**src/rtl/bus_arb_pkg.sv**
```systemverilog
// rtl/bus_arb_pkg.sv - shared FSM state and policy definitions for the bus arbiter
package bus_arb_pkg;

  typedef enum logic [1:0] {
    IDLE = 2'd0,
    HOLD = 2'd1,
    TURN = 2'd2
  } arb_state_e;

  localparam int ARB_FIXED = 0;
  localparam int ARB_RR    = 1;

endpackage

```
**src/rtl/arb_pick.sv**
```systemverilog
// rtl/arb_pick.sv - priority encoder that starts its search at ptr and wraps N-1 -> 0
module arb_pick #(
  parameter int N   = 2,
  parameter int IDW = 1
) (
  input  logic [N-1:0]   req,
  input  logic [IDW-1:0] ptr,
  output logic [N-1:0]   onehot,
  output logic [IDW-1:0] idx,
  output logic           valid
);

  logic [IDW-1:0] pos;

  always_comb begin
    onehot = '0;
    idx    = '0;
    valid  = 1'b0;
    pos    = '0;
    for (int i = 0; i < N; i++) begin
      pos = IDW'((int'(ptr) + i) % N);
      if (!valid && req[pos]) begin
        valid       = 1'b1;
        onehot[pos] = 1'b1;
        idx         = pos;
      end
    end
  end

endmodule

```
**src/rtl/bus_arbiter_param.sv**
```systemverilog
// rtl/bus_arbiter_param.sv - N-master bus arbiter with fixed/RR policy, hold timeout and one split slot
module bus_arbiter_param
  import bus_arb_pkg::*;
#(
  parameter int N_MASTERS = 2,
  parameter int RR_MODE   = ARB_FIXED,
  parameter int TIMEOUT   = 255,
  parameter int IDW       = $clog2(N_MASTERS),
  parameter int TW        = $clog2(TIMEOUT + 1)
) (
  input  logic                 clk,
  input  logic                 reset,
  input  logic [N_MASTERS-1:0] req,
  input  logic [N_MASTERS-1:0] done,
  input  logic                 split,
  input  logic                 split_resume,
  output logic [N_MASTERS-1:0] grant,
  output logic [IDW-1:0]       grant_id,
  output logic                 bus_busy,
  output logic                 timeout_err,
  output logic                 split_pending
);

  arb_state_e           state;
  logic [IDW-1:0]       rr_ptr;
  logic [IDW-1:0]       split_id;
  logic                 split_resumed;
  logic [TW-1:0]        hold_cnt;

  logic [N_MASTERS-1:0] park_mask;
  logic [N_MASTERS-1:0] eligible;
  logic [IDW-1:0]       pick_ptr;
  logic [N_MASTERS-1:0] pick_onehot;
  logic [IDW-1:0]       pick_idx;
  logic                 pick_valid;

  logic                 resume_win;
  logic                 resume_drop;
  logic                 win_valid;
  logic [IDW-1:0]       win_idx;
  logic [N_MASTERS-1:0] win_onehot;
  logic [IDW-1:0]       next_ptr;

  logic                 done_hit;
  logic                 req_low;
  logic                 split_hit;
  logic                 to_hit;
  logic                 release_now;

  // A parked master stays out of arbitration until its resume is consumed
  always_comb begin
    park_mask = '0;
    if (split_pending) park_mask[split_id] = 1'b1;
  end

  assign eligible = req & ~park_mask;
  assign pick_ptr = (RR_MODE == ARB_RR) ? rr_ptr : '0;

  arb_pick #(
    .N   (N_MASTERS),
    .IDW (IDW)
  ) u_pick (
    .req    (eligible),
    .ptr    (pick_ptr),
    .onehot (pick_onehot),
    .idx    (pick_idx),
    .valid  (pick_valid)
  );

  assign resume_win  = split_pending && split_resumed && req[split_id];
  assign resume_drop = split_pending && split_resumed && !req[split_id];
  assign win_valid   = resume_win || pick_valid;
  assign win_idx     = resume_win ? split_id : pick_idx;
  assign next_ptr    = (win_idx == IDW'(N_MASTERS - 1)) ? '0 : win_idx + 1'b1;

  always_comb begin
    win_onehot = pick_onehot;
    if (resume_win) begin
      win_onehot           = '0;
      win_onehot[split_id] = 1'b1;
    end
  end

  // Release causes; done outranks split and timeout, split outranks timeout
  assign done_hit    = done[grant_id];
  assign req_low     = !req[grant_id];
  assign split_hit   = split && !split_pending;
  assign to_hit      = (hold_cnt == TW'(TIMEOUT - 1));
  assign release_now = done_hit || req_low || split_hit || to_hit;

  always_ff @(posedge clk or negedge reset) begin
    if (!reset) begin
      state         <= IDLE;
      grant         <= '0;
      grant_id      <= '0;
      bus_busy      <= 1'b0;
      timeout_err   <= 1'b0;
      split_pending <= 1'b0;
      split_id      <= '0;
      split_resumed <= 1'b0;
      rr_ptr        <= '0;
      hold_cnt      <= '0;
    end else begin
      timeout_err <= 1'b0;
      if (split_resume && split_pending) split_resumed <= 1'b1;

      case (state)
        HOLD: begin
          if (release_now) begin
            grant       <= '0;
            bus_busy    <= 1'b0;
            hold_cnt    <= '0;
            state       <= TURN;
            timeout_err <= to_hit && !done_hit && !req_low && !split_hit;
            if (split_hit && !done_hit) begin
              split_pending <= 1'b1;
              split_id      <= grant_id;
              split_resumed <= 1'b0;
            end
          end else begin
            hold_cnt <= hold_cnt + 1'b1;
          end
        end

        // IDLE and TURN both arbitrate; TURN exists so a release always leaves one idle cycle
        default: begin
          if (resume_win || resume_drop) begin
            split_pending <= 1'b0;
            split_resumed <= 1'b0;
          end
          if (win_valid) begin
            grant    <= win_onehot;
            grant_id <= win_idx;
            bus_busy <= 1'b1;
            hold_cnt <= '0;
            state    <= HOLD;
            if (RR_MODE == ARB_RR) rr_ptr <= next_ptr;
          end else begin
            state <= IDLE;
          end
        end
      endcase
    end
  end

endmodule
```
**config.mk**
```make
export PLATFORM = sky130hd
export DESIGN_NAME = bus_arbiter_param
export DESIGN_NICKNAME = d
export VERILOG_FILES = /design/src/rtl/bus_arb_pkg.sv /design/src/rtl/arb_pick.sv /design/src/rtl/bus_arbiter_param.sv
export SDC_FILE = /design/constraint.sdc
export NUM_CORES = 1
export LEC_CHECK = 0
export ABC_CLOCK_PERIOD_IN_PS = 3000
export CAP_MARGIN = 0
export CORE_ASPECT_RATIO = 0.6
export CORE_MARGIN = 4
export CORE_UTILIZATION = 40
export DETAILED_ROUTE_END_ITERATION = 10
export SETUP_SLACK_MARGIN = 0.15
export SYNTH_ARGS = -nofsm -noshare
export SYNTH_HDL_FRONTEND = slang
export SYNTH_SLANG_ARGS = --single-unit
```
**constraint.sdc**
```tcl
create_clock -name clk -period 3 [get_ports clk]
set_clock_uncertainty 0.1 [all_clocks]
set_input_delay 0.45 -clock clk [delete_from_list [all_inputs] [get_ports clk]]
set_output_delay 0.45 -clock clk [all_outputs]
set_load 0.05 [all_outputs]
```
* After elaboration in Yosys (flattened, before gate mapping) *
Index checks and enable logic that the tools add are counted.

cells by class
  bitwise operators = 3
  reduce and logical (&&, ||, !) cells = 28
  eq/ne operators = 4
  add/subtract/negate cells = 1
  muxes and demuxes = 39
  $lt $le $gt $ge = 3

operators by type and width
  cell                   count
  $mux W1                27
  $mux W8                3
  $mux W2                8
  $logic_and A1 B1 Y1    11
  $add A8 B1 Y8 const B  1
  $eq A8 B8 Y1 const B   1
  $logic_not A1 Y1       6
  $reduce_and A3 Y1      2
  $logic_or A1 B1 Y1     5
  $lt A1 B2 Y1 const B   2
  $ne A2 B2 Y1 const B   2
  $reduce_and A2 Y1      2
  $reduce_bool A2 Y1     2
  $and A2 B2 Y2          1
  $eq A2 B1 Y1 const B   1
  $not A2 Y2             1
  $demux W1 S1           1
  $ge A1 B1 Y1 const B   1
  $not A1 Y1             1

word-level totals
  register bits after elaboration = 18

* Longest topological paths before layout *
  word-level depth = 14
  gate-level depth with buffers = 6
  gate-level depth less buffers = 6

* Modules after synthesis *
A second synthesis with hierarchy kept.

unflattened totals
  cell total of the unflattened synthesis = 102
  area total of the unflattened synthesis = 1041.0 µm²

modules (own cells, without submodules)
  module             times used  cells each  area each (µm²)
  bus_arbiter_param  1           97          1008.5
  arb_pick           1           5           32.5

* Worst setup path before layout *
No wires, ideal clock.

  path kind = register to register
  start = register grant_id
  end = register split_id
  clock period less this slack = 1892 ps
  stages on the path, launching flop included = 5
  buffers on the path = 0
  arrival = 1668 ps
  path slack = 1108 ps
  required time = 2775 ps
  cells stage by stage = dfrtp_1 mux2i_2 nand2_1 nor3_1 mux2_2

on the way
  word-level cells in the longest chain between the ends = 7
  elaborated cells on any way between the ends = 11
  those cells by class = mux (4); reduce/logical (7)

ends and longest elaborated chain
  element                                     RTL line                  text
  start: declaration                          bus_arbiter_param.sv:18   output logic [IDW-1:0] grant_id,
  start signal: assignment                    bus_arbiter_param.sv:133  grant_id <= win_idx;
  $mux W1 (implied by the code) (2 in a row)  bus_arbiter_param.sv:86   assign req_low = !req[grant_id];
  $logic_not A1 Y1                            bus_arbiter_param.sv:86
  $logic_or A1 B1 Y1 (3 in a row)             bus_arbiter_param.sv:89   assign release_now = done_hit || req_low || split_hit || to_hit;
  $reduce_and A3 Y1 (no line)                 -
  end signal: assignment                      bus_arbiter_param.sv:117  split_id <= grant_id;
  end: declaration                            bus_arbiter_param.sv:26   logic [IDW-1:0] split_id;

Several ways; a longest one is shown, not always the timed one. The select of a mux whose other input is x is not followed.
A chain may end at the register's enable or synchronous reset.

* Final worst setup path *
  start = register split_pending
  end = output port split_pending

RTL lines
  element                   RTL line                  text
  start: declaration        bus_arbiter_param.sv:21   output logic split_pending
  start signal: assignment  bus_arbiter_param.sv:98   split_pending <= 1'b0;
  start signal: assignment  bus_arbiter_param.sv:116  split_pending <= 1'b1;
  start signal: assignment  bus_arbiter_param.sv:128  split_pending <= 1'b0;

No word-level cell between the ends.

==> metrics.md <==
| Metric | Value |
|---|---|
| Status | finished, final reports clean |
| CTS tree | built |
| Routability congestion estimate from global placement | 0.748 |
| Final global-route overflow total | 0 |
| Number of max-slew violations in the final report | 0 |
| Core Rows | 13 |
| Family of cells with the greatest summed delay on the critical path | buffers and inverters |
| Total routing resource utilization after global routing | 13.4% |
| Post-layout power | 1.02 mW |
| Number of antenna violations at the first check in global routing | 0 |
| Total of hold buffers inserted after clock tree synthesis | 0 |
| Area enclosed by the die boundary | 0.00333 mm2 |
| Clock sinks | 18 |
| Classification of the worst-slack hold path | flip-flop to flip-flop |
| DIE HEIGHT | 46.3 um |
| Longest individual stage delay on the worst path | 0.87 ns |
| PD cells | 862 mW/mm2 |
| Via count of the first global-routing pass | 672 |
| Highest-delay cell along the critical path | clkdlybuf4s50_1 |
| Setup WS pre-CTS | 0.780 ns |
| Clock Path Buffers | 2 |
| Final worst path period share | 73.4% |
| Arrival time of the worst setup path | 1.65 ns |
| Min setup slack post-route | 0.799 ns |
| Leakage power | 0.507 nW |
| Total core area | 0.00224 mm2 |
| Final layout net count | 118 |
| Critical setup path kind | flip-flop to primary output |
| Number of design rule violations left after detail routing | 0 |
| Largest fanout of any net on the critical path | 9 |
| CTS resizes | 0 |
| Root buffer cell | clkbuf_8 |
| Routed wire length | 2.01 mm |
| Post-synth net total | 102 |
| First-pass GRT wire length | 3.29 mm |
| Vias per cell | 5.53 |
| Fraction of the yosys area taken by sequential cells | 46.0% |
| Synthesized instance count | 92 |
| Count of buffers from port buffering | 13 |
| Count of max-cap constraint violations | 0 |
| Final-layout fill cell count | 196 |
| Initial Utilization | 43.6% |
| Critical Path Start | split_pending$_DFFE_PN0P_ |
| Data required time of the critical path | 2.45 ns |
| Iter 0 DRT Violations | 46 |
| Number of antenna-violating nets in the routed design | 0 |
| Post CTS Setup Buffer Count | 0 |
| RSZ-0062 raised after global routing | false |
| Worst setup EP type | primary output |
| X dimension of the die | 71.9 um |
| IR Drop Worst-Case VDD | 0.000552 V |
| Diodes inserted | 0 |
| Number of clock buffers inserted by TritonCTS | 3 |
| DR vias | 758 |
| Ordered cell list for the critical path | clkdlybuf4s50_1 |
| Worst slew margin relative to its limit | 43.8% |
| Accumulated negative setup slack | 0 ns |
| Number of buffers and inverters on the critical path | 1 |
| Number of top-level design ports | 14 |
| Hold Startpoint | grant[0]$_DFFE_PN0P_ |
| Clock insertion delay at the later pin of the skew report | 0.25 ns |
| Most frequent cells in the layout | dfrtp_1, clkdlybuf4s50_1, nor3_1 |
| Syn_area_per_cell | 10.6 um2 |
| Maximum frequency from static timing analysis | 0.454 GHz |
| Critical R2R Launch | grant_id$_DFFE_PN0P_ |
| Leading cell type in the layout, fill and taps excluded | dfrtp_1 |
| Pin count of the biggest net entering global routing | 19 |
| Post-synthesis instance area | 978 um2 |
| Detailed Place HPWL | 1.47 mm |
| H-tree depth reported by CTS | 1 |
| Final hold vios | 0 |
| Number of search-and-repair iterations in the first detailed-routing pass | 4 |
| Area growth from synthesis to layout | 20.5% |
| Share of layout cells above drive strength 1 | 12.1% |
| Setup crit start kind | flip-flop |
| Yosys warning total | 0 |
| Post-synth cell types | 34 |
| Number of endpoints failing setup at the final stage | 0 |
| Clock-pin slew on the worst setup and hold paths | 0.07 ns |
| DR WL/cell | 14.6 um |
| Number of synthesized register bits | 18 |
| Clock period minus final worst setup slack | 2.20 ns |
| Worst Max-Slew Pin Slew | 0.840 ns |
==> per-stage QoR <==
stage	cells	utilization, %	hold slack, ns	cell area (um2)
after global placement	133	50.1	0.415	1120
after global routing	137	52.5	0.461	1180
after detailed placement	133	50.1	0.424	1120
final	137	52.5	0.435	1180
after floorplan	92	-	0.0544	978
after CTS	137	52.5	0.439	1180
==> flip-flops by register name, summed over array words and instances, names as in the netlist <==
register / flops
hold_cnt: 8
grant_id: 1
timeout_err: 1
grant: 2
bus_busy: 1
split_pending: 1
split_resumed: 1
state: 2
split_id: 1
==> report_power, final <==
part           leakage [nW]  switching (mW)  internal [mW]  total, mW
Clock                0.0288          0.0797          0.117      0.196
Sequential            0.235          0.0744          0.307      0.381
Combinational         0.242           0.266          0.173      0.439
==> synth_stat cells <==
cell       count  area [um2]
nand3_1        4        20.0
nor3_1         9        45.0
and2b_1        1        7.51
a211o_1        6        52.6
nand2b_2       1        8.76
o21ai_0        7        35.0
nor2_1         2        7.51
nor4_1         3        18.8
mux2_4         1        15.0
a2bb2oi_1      2        17.5
mux2i_2        1        13.8
o22ai_4        1        20.0
a21oi_1        1        5.00
nor4b_1        1        8.76
and2_1         1        6.26
o2111ai_4      1        26.3
o21a_1         1        7.51
buf_6          2        22.5
mux2_2         2        22.5
nand2_1        5        18.8
ha_1           2        25.0
o21ai_1        2        10.0
dfrtp_1       18         450
inv_1          6        22.5
nand2b_1       2        12.5
and2_4         1        8.76
a311oi_1       1        8.76
o211ai_1       1        7.51
nand4_1        2        12.5
nor3b_1        1        7.51
o2bb2ai_1      1        8.76
a21o_1         1        7.51
o2111ai_1      1        8.76
or2_4          1        8.76
==> layout make-up <==
type / instances / area (um2) / area share (%)
flip-flops and latches: 18 / 450 / 38.2
inverters: 6 / 22.5 / 1.91
clock buffers: 4 / 55.1 / 4.67
multi-input cells: 66 / 483 / 41.0
well taps: 30 / 37.5 / 3.18
repair buffers: 13 / 130 / 11.0
==> routing by layer <==
metal  routed length (um)  track usage, %  vias to the layer above
li1                     -               -                      379
met1                 1070            19.6                      360
met5                    0               0                        -
met4                    8            2.25                        0
met2                  827            18.6                       17
met3                  101            5.45                        2
==> path summary, 6_finish.rpt <==
check | end | slack (ns) | cells after the start
worst max-delay path | split_pending | 0.80 | 1
worst min-delay path | grant[0]$_DFFE_PN0P_ | 0.43 | 2
worst min register to register | grant[0]$_DFFE_PN0P_ | 0.43 | 2
min in group asynchronous | grant_id$_DFFE_PN0P_ | 0.58 | 1
max in group asynchronous | timeout_err$_DFF_PN0_ | 1.70 | 1
worst max register to register | state[1]$_DFFE_PN0P_ | 1.18 | 4
==> kinds of logic after synthesis <==
| family | after synthesis | synth area share (%) |
|---|---|---|
| DFF | 18 | 46.0 |
| muxes | 4 | 5.24 |
| and+or+nand+nor | 34 | 19.6 |
| buffers and inverters | 8 | 4.60 |
| adders and majority gates | 2 | 2.56 |
| AOI/OAI and AO/OA | 26 | 22.0 |
(Power assumes the default switching activity.)
